$ cat src/rtl/div_seq.sv
`default_nettype none
// ============================================================================
//  Module      : div_seq
//  Description : Sequential restoring divider, one quotient bit per cycle.
//                Signed (div) and unsigned (divu) modes, divide-by-zero
//                short path, pipeline annul, {remainder, quotient} result.
//  Revision    : 1.0 - initial release
// ============================================================================
module div_seq #(
    parameter int WIDTH = 32
) (
    input  logic                 clk,
    input  logic                 rst,
    input  logic                 start_i,
    input  logic                 annul_i,
    input  logic                 signed_div_i,
    input  logic [WIDTH-1:0]     opdata1_i,
    input  logic [WIDTH-1:0]     opdata2_i,
    output logic [2*WIDTH-1:0]   result_o,
    output logic                 ready_o,
    output logic                 whilo_o,
    output logic                 stallreq_o
);

    localparam int            c_CW       = $clog2(WIDTH) + 1;
    localparam logic [1:0]    c_ST_FREE  = 2'd0;
    localparam logic [1:0]    c_ST_BYZ   = 2'd1;
    localparam logic [1:0]    c_ST_ON    = 2'd2;
    localparam logic [1:0]    c_ST_END   = 2'd3;
    localparam logic [c_CW-1:0] c_CNT_LAST = c_CW'(WIDTH - 1);

    logic [1:0]          r_state;
    logic [c_CW-1:0]     r_cnt;
    logic [WIDTH-1:0]    r_dvd;      // dividend magnitude, shifts out MSB first, quotient shifts in at LSB
    logic [WIDTH-1:0]    r_dvs;      // divisor magnitude
    logic [WIDTH-1:0]    r_rem;      // partial remainder
    logic                r_neg_q;
    logic                r_neg_r;
    logic [2*WIDTH-1:0]  r_result;
    logic                r_ready;

    logic                w_neg_a;
    logic                w_neg_b;
    logic [WIDTH-1:0]    w_mag_a;
    logic [WIDTH-1:0]    w_mag_b;
    logic [WIDTH:0]      w_rem_sh;
    logic                w_ge;
    logic [WIDTH-1:0]    w_rem_nxt;
    logic [WIDTH-1:0]    w_quo_nxt;
    logic [WIDTH-1:0]    w_quo_fix;
    logic [WIDTH-1:0]    w_rem_fix;

    // Operand magnitudes and sign flags at acceptance time.
    always_comb begin
        w_neg_a = signed_div_i & opdata1_i[WIDTH-1];
        w_neg_b = signed_div_i & opdata2_i[WIDTH-1];
        w_mag_a = w_neg_a ? -opdata1_i : opdata1_i;
        w_mag_b = w_neg_b ? -opdata2_i : opdata2_i;
    end

    // One restoring step; the remainder needs one extra bit before the compare,
    // but after a successful subtract it always fits back into WIDTH bits.
    always_comb begin
        w_rem_sh  = {r_rem, r_dvd[WIDTH-1]};
        w_ge      = (w_rem_sh >= {1'b0, r_dvs});
        w_rem_nxt = w_rem_sh[WIDTH-1:0] - (w_ge ? r_dvs : '0);
        w_quo_nxt = {r_dvd[WIDTH-2:0], w_ge};
        w_quo_fix = r_neg_q ? -w_quo_nxt : w_quo_nxt;
        w_rem_fix = r_neg_r ? -w_rem_nxt : w_rem_nxt;
    end

    // Divider state machine with registered result and ready.
    always_ff @(posedge clk or negedge rst) begin
        if (!rst) begin
            r_state  <= c_ST_FREE;
            r_cnt    <= '0;
            r_dvd    <= '0;
            r_dvs    <= '0;
            r_rem    <= '0;
            r_neg_q  <= 1'b0;
            r_neg_r  <= 1'b0;
            r_result <= '0;
            r_ready  <= 1'b0;
        end else begin
            case (r_state)
                c_ST_FREE: begin
                    r_result <= '0;
                    r_ready  <= 1'b0;
                    if (start_i && !annul_i) begin
                        if (opdata2_i == '0) begin
                            r_state <= c_ST_BYZ;
                        end else begin
                            r_state <= c_ST_ON;
                            r_dvd   <= w_mag_a;
                            r_dvs   <= w_mag_b;
                            r_neg_q <= w_neg_a ^ w_neg_b;
                            r_neg_r <= w_neg_a;
                            r_cnt   <= '0;
                            r_rem   <= '0;
                        end
                    end
                end
                c_ST_BYZ: begin
                    r_result <= '0;
                    if (annul_i) begin
                        r_state <= c_ST_FREE;
                        r_ready <= 1'b0;
                    end else begin
                        r_state <= c_ST_END;
                        r_ready <= 1'b1;
                    end
                end
                c_ST_ON: begin
                    if (annul_i) begin
                        r_state  <= c_ST_FREE;
                        r_ready  <= 1'b0;
                        r_result <= '0;
                    end else begin
                        r_rem <= w_rem_nxt;
                        r_dvd <= w_quo_nxt;
                        r_cnt <= r_cnt + c_CW'(1);
                        if (r_cnt == c_CNT_LAST) begin
                            r_state  <= c_ST_END;
                            r_result <= {w_rem_fix, w_quo_fix};
                            r_ready  <= 1'b1;
                        end
                    end
                end
                default: begin
                    // End state: hold the result while the requester keeps start high.
                    if (annul_i || !start_i) begin
                        r_state  <= c_ST_FREE;
                        r_ready  <= 1'b0;
                        r_result <= '0;
                    end
                end
            endcase
        end
    end

    // Stall the pipeline from acceptance until the result is available; never during reset.
    always_comb begin
        stallreq_o = rst & (((r_state == c_ST_FREE) & start_i & ~annul_i) |
                            (r_state == c_ST_BYZ) | (r_state == c_ST_ON));
    end

    assign result_o = r_result;
    assign ready_o  = r_ready;
    assign whilo_o  = r_ready;

endmodule
`default_nettype wire
$ cat config.mk
export PLATFORM = sky130hd
export DESIGN_NAME = div_seq
export DESIGN_NICKNAME = d
export VERILOG_FILES = /design/src/rtl/div_seq.sv
export SDC_FILE = /design/constraint.sdc
export NUM_CORES = 1
export LEC_CHECK = 0
export ABC_AREA = 1
export CORE_ASPECT_RATIO = 1.2
export CORE_MARGIN = 4
export CORE_UTILIZATION = 25
export CTS_CLUSTER_SIZE = 30
export DETAILED_ROUTE_END_ITERATION = 10
export SYNTH_ARGS = -nofsm -noshare
export SYNTH_HDL_FRONTEND = slang
export SYNTH_SLANG_ARGS = --single-unit
$ cat constraint.sdc
create_clock -name clk -period 6 [get_ports clk]
set_clock_uncertainty 0.1 [all_clocks]
set_input_delay 1.2 -clock clk [delete_from_list [all_inputs] [get_ports clk]]
set_output_delay 1.2 -clock clk [all_outputs]
set_load 0.05 [all_outputs]
-- Word-level counts from Yosys, hierarchy flattened
Cells that the tools add are included.
- register bits: 171
- latch bits: 0
- RAM bits: 0
- memory bits (read-only): 0
- logic and storage cells: 81
- memories: 0
- add/subtract/negate cells: 6
- multiply operators: 0
- div/mod/pow operators: 0
- magnitude comparators: 1
- equal/unequal tests: 7
- shift-type cells: 0
- muxes and demuxes: 33
- bitwise logic cells: 10
- reduce and logical (&&, ||, !) cells: 15
- operators by type and width (kind ; number):
    $mux 32 ; 11
    $mux 64 ; 3
    $neg 32->32 ; 4
    $pmux 32 s2 ; 2
    $pmux 64 s2 ; 1
    $ge 33x32->1 ; 1
    $logic_not 32->1 ; 1
    $sub 32x32->32 ; 1
    $mux 6 ; 3
    $mux 2 ; 6
    $pmux 6 s2 ; 1
    $add 6x1->6 const B ; 1
    $eq 6x5->1 const B ; 1
    $ne 2x2->1 const B ; 3
    $pmux 2 s3 ; 1
    $reduce_and 3->1 ; 2
    $and 1x1->1 ; 5
    $mux 1 ; 4
    $reduce_and 2->1 ; 2
    $reduce_and 4->1 ; 1
    $reduce_bool 4->1 ; 1
    $ne 3x3->1 const B ; 1
    $pmux 1 s3 ; 1
    $reduce_bool 3->1 ; 1
    other kinds (11) ; 14

-- Longest topological paths before layout
Gate-level depths: netlist of run 1.
- word-level depth: 8
- gate-level depth with buffers: 35
- depth with buffers taken out: 35

-- Worst setup path before layout of run 1
Ideal clock, no wire load.
- path kind: reg2reg
- start: register r_rem[7]
- end: register r_result[62] (netlist: result_o[62])
- data arrival time: 3.674 ns
- data required time: 5.782 ns
- setup slack: 2.108 ns
- stages on the path, launching flop included: 28
- buffers on the path: 1
- period minus slack after synthesis: 3.892 ns
- cells stage by stage: dfrtp_1 ha_1 nand2_1 nor2_1 nand2_1 nor3_1 nand2_1 nand3_1 nand2_1 nand2_2 clkbuf_1 nand2_1 fa_1 inv_1 ha_1 inv_1 nor2_1 nand3_1 nor2_1 nand2_1 nor2_2 nand2_1 nand2_2 nand4_4 nor2_4 nand4_1 nand3_1 nand2_1
- longest elaborated chain between the ends: 8
- RTL lines (element ; line ; text):
    start: declaration ; 36 ; logic [WIDTH-1:0] r_rem;
    start signal: assignment ; 119 ; r_rem <= w_rem_nxt;
    $ge 33x32->1 ; 65 ; w_ge = (w_rem_sh >= {1'b0, r_dvs});
    $mux 32 ; 66 ; w_rem_nxt = w_rem_sh[WIDTH-1:0] - (w_ge ? r_dvs : '0);
    $sub 32x32->32 * ; 66 ;
    $neg 32->32 ; 69 ; w_rem_fix = r_neg_r ? -w_rem_nxt : w_rem_nxt;
    $mux 32 * ; 69 ;
    $mux 64 * ; 122 ; if (r_cnt == c_CNT_LAST) begin
    $mux 64 * ; 114 ; if (annul_i) begin
    $pmux 64 s2 * ; 85 ; case (r_state)
    end signal: assignment ; 124 ; r_result <= {w_rem_fix, w_quo_fix};
    end: declaration ; 39 ; logic [2*WIDTH-1:0] r_result;
Mark *: on every way between the ends. The rest lies on a longest branch, timed or not. The select of a mux whose other input is x is not followed.
A chain may end at the register's enable or synchronous reset.

-- Worst setup path after layout of run 1
- start: register r_dvs[8]
- end: register r_result[61] (netlist: result_o[61])
- longest elaborated chain between the ends: 8
- RTL lines (element ; line ; text):
    start: declaration ; 35 ; logic [WIDTH-1:0] r_dvs;
    start signal: assignment ; 95 ; r_dvs <= w_mag_b;
    $ge 33x32->1 ; 65 ;
    $mux 32 * ; 66 ;
    $sub 32x32->32 * ; 66 ;
    $neg 32->32 ; 69 ;
    $mux 32 * ; 69 ;
    $mux 64 * ; 122 ;
    $mux 64 * ; 114 ;
    $pmux 64 s2 * ; 85 ;
Marks and branches as above.

==> results_tabular.tex, run 1 <==
\begin{tabular}{lr}
\hline
Metric & Value \\
\hline
\multicolumn{2}{l}{\textbf{Outcome}} \\
\quad Result of the run & completed \\
\multicolumn{2}{l}{\textbf{Critical path}} \\
\quad Top delay family on crit path & simple AND/OR/NAND/NOR gates \\
\quad CP Capture Type & register \\
\quad Endpoint arrival time on the critical path & 5.25 ns \\
\quad Startpoint type of the worst setup path & register \\
\quad Most common cell type on the critical path & sky130\_fd\_sc\_hd\_\_nand2\_1 \\
\quad Slowest cell on crit path & sky130\_fd\_sc\_hd\_\_ha\_1 \\
\quad Critical path start-end classification & register to register \\
\quad Depth of the worst register-to-register path & 28 \\
\quad Crit-path max cell delay & 0.41 ns \\
\quad Critical path buffers and inverters & 2 \\
\quad Depth of the critical timing path with buffers and inverters included & 28 \\
\quad Maximum fanout along the worst path & 23 \\
\quad Required time at the endpoint of the critical path & 6.25 ns \\
\multicolumn{2}{l}{\textbf{Yosys}} \\
\quad Synthesized area per cell & 6.63 um2 \\
\quad Xor-xnor portion of the synthesized cell area & 4.13\% \\
\quad Proportion of synthesized chip area in sequential cells & 32.0\% \\
\quad Dominant combinational cell family by area after synthesis & simple AND/OR/NAND/NOR gates \\
\quad Number of distinct standard cells referenced by the synthesized netlist & 49 \\
\quad Yosys reg bits & 171 \\
\quad Synthesized-area fraction occupied by ao, oa, aoi and oai cells & 12.8\% \\
\quad Multiplexer area fraction after synthesis & 0\% \\
\quad Warning count from the yosys run & 0 \\
\quad Share of synthesized cell area in and, or, nand and nor gates & 34.0\% \\
\quad Total nets after synthesis & 2,158 \\
\quad Cell count after synthesis & 2,016 \\
\quad Post-synthesis cell area & 13,400 um2 \\
\quad Area share of fa/ha/maj cells after synthesis & 6.89\% \\
\multicolumn{2}{l}{\textbf{Cells and area}} \\
\quad P\&R area growth vs syn & 20.2\% \\
\quad Most frequent cells in the layout & 630 x sky130\_fd\_sc\_hd\_\_nand2\_1, 280 x sky130\_fd\_sc\_hd\_\_inv\_1, 178 x sky130\_fd\_sc\_hd\_\_nor2\_1 \\
\quad Finished Layout Cells & 2,849 \\
\quad Post-Route Utilization & 30.5\% \\
\quad Nets & 2,273 \\
\quad Diode count & 0 \\
\quad Leading cell type in the layout, fill and taps excluded & sky130\_fd\_sc\_hd\_\_nand2\_1 \\
\quad Layout cells sized above 1 & 5.22\% \\
\multicolumn{2}{l}{\textbf{Clock network}} \\
\quad Worst-path clk slew & 0.07 ns \\
\quad Post-cts sizing count & 0 \\
\quad Post-CTS setup buffer count & 0 \\
\quad Buffer cell driving the clock tree root & sky130\_fd\_sc\_hd\_\_clkbuf\_16 \\
\quad Clock Tree Buf Depth & 2 \\
\quad Clock latency at the later pin of the worst-skew pair & 0.45 ns \\
\quad TritonCTS buffer count & 17 \\
\quad \# clock sinks & 171 \\
\quad Clock tree from TritonCTS & yes \\
\quad H-tree depth & 4 \\
\quad Cts hold-fix bufs & 0 \\
\multicolumn{2}{l}{\textbf{Timing}} \\
\quad Max Slew Vio Count & 0 \\
\quad \# setup viols final & 0 \\
\quad Aggregate negative setup slack & 0 ns \\
\quad Number of hold-slack violations in the final timing report & 0 \\
\quad Max-slew headroom at the worst pin & 28.8\% \\
\quad Fmax & 200 MHz \\
\quad Setup repair after global routing missed its margin & no \\
\quad Transition time of the tightest slew-check pin & 1.07 ns \\
\quad Shortest clock period the worst path allows after layout & 5.00 ns \\
\quad Period Utilization, post-route & 83.4\% \\
\multicolumn{2}{l}{\textbf{Min path}} \\
\quad Type of the most critical hold path & register to register \\
\quad Hold path depth & 2 \\
\multicolumn{2}{l}{\textbf{Route}} \\
\quad Total length of routed wires & 47.3 mm \\
\quad Average via count per standard cell & 4.72 \\
\quad Number of nets with antenna violations after routing & 0 \\
\quad Routed wire per std cell & 16.6 um \\
\quad Number of iterations in the first detailed-routing pass & 5 \\
\quad DRC errors left & 0 \\
\quad Count of vias placed by the detailed router & 13.5k \\
\quad Initial detailed-routing violation count & 882 \\
\multicolumn{2}{l}{\textbf{Run}} \\
\quad Max-cap violation count & 0 \\
\multicolumn{2}{l}{\textbf{Die}} \\
\quad Die X & 219 um \\
\quad Number of placement rows & 92 \\
\quad I/O pin cnt & 136 \\
\quad Vert. Die Dim & 261 um \\
\quad Total core area & 52,700 um2 \\
\quad Die Area & 57,200 um2 \\
\quad Starting density of the core & 25.3\% \\
\multicolumn{2}{l}{\textbf{Global route}} \\
\quad Global route total overflow & 0 \\
\quad Antenna violations before repair & 0 \\
\quad Pin count of the biggest net entering global routing & 82 \\
\quad First-pass GRT wire length & 74.2 mm \\
\quad Number of global-route vias before repair & 13.4k \\
\quad All-layer global routing usage & 16.5\% \\
\multicolumn{2}{l}{\textbf{Placement}} \\
\quad Total half-perimeter wirelength after legalization and detailed placement & 37.6 mm \\
\quad Final GP Congestion & 1.00 \\
\quad Count of port buffers added during placement & 135 \\
\quad Count of placed standard cells including taps & 2,817 \\
\hline
\end{tabular}
[path summary, 6_finish.rpt]
path	start	to	slack, ns
min	result_o[7]	result_o[7]	0.38
max in group asynchronous	rst	r_dvd[0]	3.02
min in group asynchronous	rst	r_state[0]	0.54
max	r_dvs[8]	result_o[61]	1.0
max reg2reg	r_dvs[8]	result_o[61]	1.0
min reg2reg	result_o[7]	result_o[7]	0.38
[metal layers]
metal / global-route usage [%] / up-vias / share of wire [%]
met5: 0 / - / 0
met4: 7.22 / 0 / 4.2
met3: 2.19 / 93 / 3.1
met2: 31.3 / 343 / 53
met1: 18.3 / 6320 / 40
li1: - / 6702 / -
[Yosys cell counts (all sizes together)]
cell type	count	share of area, %
o211ai	4	0.22
a31oi	3	0.14
nand3b	15	0.84
nand3	112	4.5
fa	1	0.15
a22oi	9	0.51
nand2	661	19
clkinv	4	0.11
nand4	31	1.6
o221ai	18	1.2
a21boi	1	0.056
o21bai	2	0.11
o21ai	187	7.0
and3	1	0.047
ha	72	6.7
xor2	40	2.6
o2bb2ai	1	0.066
o31ai	6	0.34
or2	4	0.19
buf	18	1.0
xnor2	23	1.5
a211oi	1	0.056
a32o	4	0.30
nor2	191	5.7
a21o	1	0.056
dfrtp	171	32
nor4	8	0.42
clkbuf	33	0.93
and2	6	0.28
o22ai	4	0.19
a21oi	64	2.4
nor3	30	1.2
nor4b	1	0.066
inv	287	8.1
o21a	2	0.11
[state kept, by name (all words and copies together) (netlist names)]
register	cells
r_dvs	32
r_neg_q	1
ready_o	1
r_rem	32
r_state	2
r_neg_r	1
r_cnt	6
result_o	64
r_dvd	32
[cells by family (layout without fill, tap and decap cells)]
logic type | count (synthesis) | count (layout)
DFF | 171 | 171
xor gates and xnor gates | 63 | 63
AOI/OAI and AO/OA | 307 | 307
buffers and inverters | 342 | 470
and+or+nand+nor | 1060 | 1060
adders and majority gates | 73 | 73
[worst register-to-register path, delay by kind of cell (launching register included)]
family                     cells  cell delay [ns]
and+or+nand+nor               24             3.34
adders and majority gates      2             0.69
buffers and inverters          2             0.41
DFF                            1             0.37
[area by class of cell]
cell class	count	area, um2
Clock inverter	13	189
Fill cell	5818	36700
Inverter	291	1090
Clock buffer	19	443
Sequential cell	171	4280
Multi-Input combinational cell	1503	7730
Timing Repair Buffer	147	1440
Tap cell	705	882
[stage by stage]
stage	hold slack, ns	cell area [um2]	setup slack, ns
6_report	0.385	16100	0.996
5_1_grt	0.403	16100	0.551
4_1_cts	0.390	16100	0.980
3_5_place_dp	0.372	15400	0.998
3_3_place_gp	0.371	15400	0.967
2_1_floorplan	0.368	13400	2.11
Power of run 1 is left out: the tool's default activity adds up to more than one toggle a clock period on the data nets, which glitch-free logic cannot reach.
==> inputs of run 2 (changes only) <==
- clock period: 6 -> 4.33 ns (I/O delays scaled with it)
==> run 2 against run 1 <==
Against the previous run:
- sequential cell count unchanged
- clock-buffer cell count down 1
- worst setup slack worse by 0.96 ns
- routed wire length up 6.8%
- sequential share of layout area down 2.8 points
- via count up 6.0%
==> results_tabular.tex, run 2 (synthesis gave the netlist of run 1 again) <==
\begin{tabular}{lr}
\hline
Metric & Value \\
\hline
\multicolumn{2}{l}{\textbf{Die}} \\
\quad Die Area & 57,200 um2 \\
\quad Vert. Die Dim & 261 um \\
\quad Die X & 219 um \\
\quad I/O pin cnt & 136 \\
\quad Total core area & 52,700 um2 \\
\quad Starting density of the core & 25.3\% \\
\quad Number of placement rows & 92 \\
\multicolumn{2}{l}{\textbf{Route}} \\
\quad Total length of routed wires & 50.6 mm \\
\quad Average via count per standard cell & 4.68 \\
\quad DRC errors left & 0 \\
\quad Initial detailed-routing violation count & 736 \\
\quad Number of nets with antenna violations after routing & 0 \\
\quad Number of iterations in the first detailed-routing pass & 5 \\
\quad Routed wire per std cell & 16.6 um \\
\quad Count of vias placed by the detailed router & 14.3k \\
\multicolumn{2}{l}{\textbf{Placement}} \\
\quad Final GP Congestion & 0.914 \\
\quad Total half-perimeter wirelength after legalization and detailed placement & 40.2 mm \\
\quad Count of port buffers added during placement & 135 \\
\quad Placement-stage cell area & 16,800 um2 \\
\multicolumn{2}{l}{\textbf{Timing}} \\
\quad Shortest clock period the worst path allows after layout & 4.30 ns \\
\quad Fmax & 233 MHz \\
\quad Transition time of the tightest slew-check pin & 0.950 ns \\
\quad Max-slew headroom at the worst pin & 36.7\% \\
\quad Number of hold-slack violations in the final timing report & 0 \\
\quad WHS & 0.237 ns \\
\quad Period Utilization, post-route & 99.3\% \\
\quad Setup repair after global routing missed its margin & yes \\
\quad \# setup viols final & 0 \\
\quad Max Slew Vio Count & 0 \\
\multicolumn{2}{l}{\textbf{Global route}} \\
\quad Number of global-route vias before repair & 14.6k \\
\quad Antenna violations before repair & 0 \\
\quad Global route total overflow & 0 \\
\quad First-pass GRT wire length & 78.8 mm \\
\quad Pin count of the biggest net entering global routing & 64 \\
\quad All-layer global routing usage & 17.5\% \\
\multicolumn{2}{l}{\textbf{Critical path}} \\
\quad CP Capture Type & register \\
\quad Crit-path max cell delay & 0.45 ns \\
\quad Startpoint type of the worst setup path & register \\
\quad Slowest cell on crit path & sky130\_fd\_sc\_hd\_\_fa\_2 \\
\quad Required time at the endpoint of the critical path & 4.57 ns \\
\quad Critical path start-end classification & register to register \\
\quad Maximum fanout along the worst path & 5 \\
\quad Endpoint arrival time on the critical path & 4.54 ns \\
\multicolumn{2}{l}{\textbf{Cells and area}} \\
\quad Number of flip-flops under the largest register name & 64 \\
\quad Nets & 2,476 \\
\quad Diode count & 0 \\
\quad Post-Route Utilization & 34.1\% \\
\quad Most frequent cells in the layout & 611 x sky130\_fd\_sc\_hd\_\_nand2\_1, 272 x sky130\_fd\_sc\_hd\_\_inv\_1, 211 x sky130\_fd\_sc\_hd\_\_buf\_4 \\
\quad Filler cell count & 5,786 \\
\quad Leading cell type in the layout, fill and taps excluded & sky130\_fd\_sc\_hd\_\_nand2\_1 \\
\quad Final non-filler cell area & 18,000 um2 \\
\quad Layout cells sized above 1 & 17.1\% \\
\quad P\&R area growth vs syn & 34.4\% \\
\multicolumn{2}{l}{\textbf{Outcome}} \\
\quad Result of the run & completed \\
\multicolumn{2}{l}{\textbf{Clock network}} \\
\quad Clock latency at the later pin of the worst-skew pair & 0.46 ns \\
\quad TritonCTS buffer count & 17 \\
\quad Buffer cell driving the clock tree root & sky130\_fd\_sc\_hd\_\_clkbuf\_16 \\
\quad H-tree depth & 4 \\
\quad Clock tree from TritonCTS & yes \\
\quad Clock Tree Buf Depth & 2 \\
\quad Worst-path clk slew & 0.07 ns \\
\quad \# clock sinks & 171 \\
\multicolumn{2}{l}{\textbf{Min path}} \\
\quad Type of the most critical hold path & input port to asynchronous set/reset pin \\
\multicolumn{2}{l}{\textbf{Run}} \\
\quad Max-cap violation count & 0 \\
\hline
\end{tabular}
==> run 2: cell types whose count changed in the layout (fill, tap and decap cells not counted), sizes merged <==
cell,previous run,this run
bufinv,4,2
clkdlybuf4s50,134,133
nor2,191,192
buf,13,216
clkinvlp,1,2
inv,290,293
clkbuf,19,18
clkinv,9,7
==> run 2: layout make-up <==
cell class / instances / area [um2] / area share [%]
Timing Repair Buffer: 349 / 2980 / 16.6
Sequential cell: 171 / 4280 / 23.8
Inverter: 291 / 1090 / 6.08
Multi-Input combinational cell: 1504 / 8120 / 45.2
Tap cell: 705 / 882 / 4.91
Clock buffer: 18 / 439 / 2.45
Clock inverter: 13 / 156 / 0.871
==> run 2: worst max-delay path, delay by kind of cell, from the launching register on <==
kind | cells | cell delay, ns
AND/OR/NAND/NOR | 21 | 2.30
buffers and inverters | 5 | 0.32
adder cells (fa/ha/maj) | 4 | 1.05
flip-flops | 1 | 0.42
==> run 2: worst paths after layout <==
| kind | cells past startpoint | slack [ns] | startpoint | to |
|---|---|---|---|---|
| max in group asynchronous | 2 | 2.60 | rst | r_dvs[10] |
| setup / recovery | 30 | 0.03 | r_dvs[4] | result_o[58] |
| min in group clk | 2 | 0.39 | result_o[41] | result_o[41] |
| hold reg to reg | 2 | 0.39 | result_o[41] | result_o[41] |
| hold / removal | 1 | 0.24 | rst | ready_o |
| setup reg to reg | 30 | 0.03 | r_dvs[4] | result_o[58] |
==> run 2: per-layer routing <==
layer	up-vias	part of all wire (%)	global-route usage [%]
li1	7102	-	-
met1	6744	38	18.8
met2	317	54	34.3
met3	105	2.8	1.94
met4	0	4.4	7.45
met5	-	0	0
==> run 2: stage by stage <==
| stage | cells | setup TNS [ns] | setup slack [ns] |
|---|---|---|---|
| after global routing | 3051 | -1.83 | -0.180 |
| after CTS | 3032 | 0 | 0.00508 |
| after floorplan | 2016 | 0 | 0.438 |
| after global placement | 2998 | -0.583 | -0.130 |
| final | 3051 | 0 | 0.0315 |
| after detailed placement | 2998 | -0.704 | -0.121 |
==> run 2: repair_timing <==
action,4_1_cts,5_1_grt
buffers inserted,2,19
endpoints found under the hold margin,0,0
pin swaps,1,38
gates cloned,1,0
hold buffers,0,0
endpoints found under the setup margin,14,25
gates resized for setup,10,97
Power of run 2 is left out for the same reason.
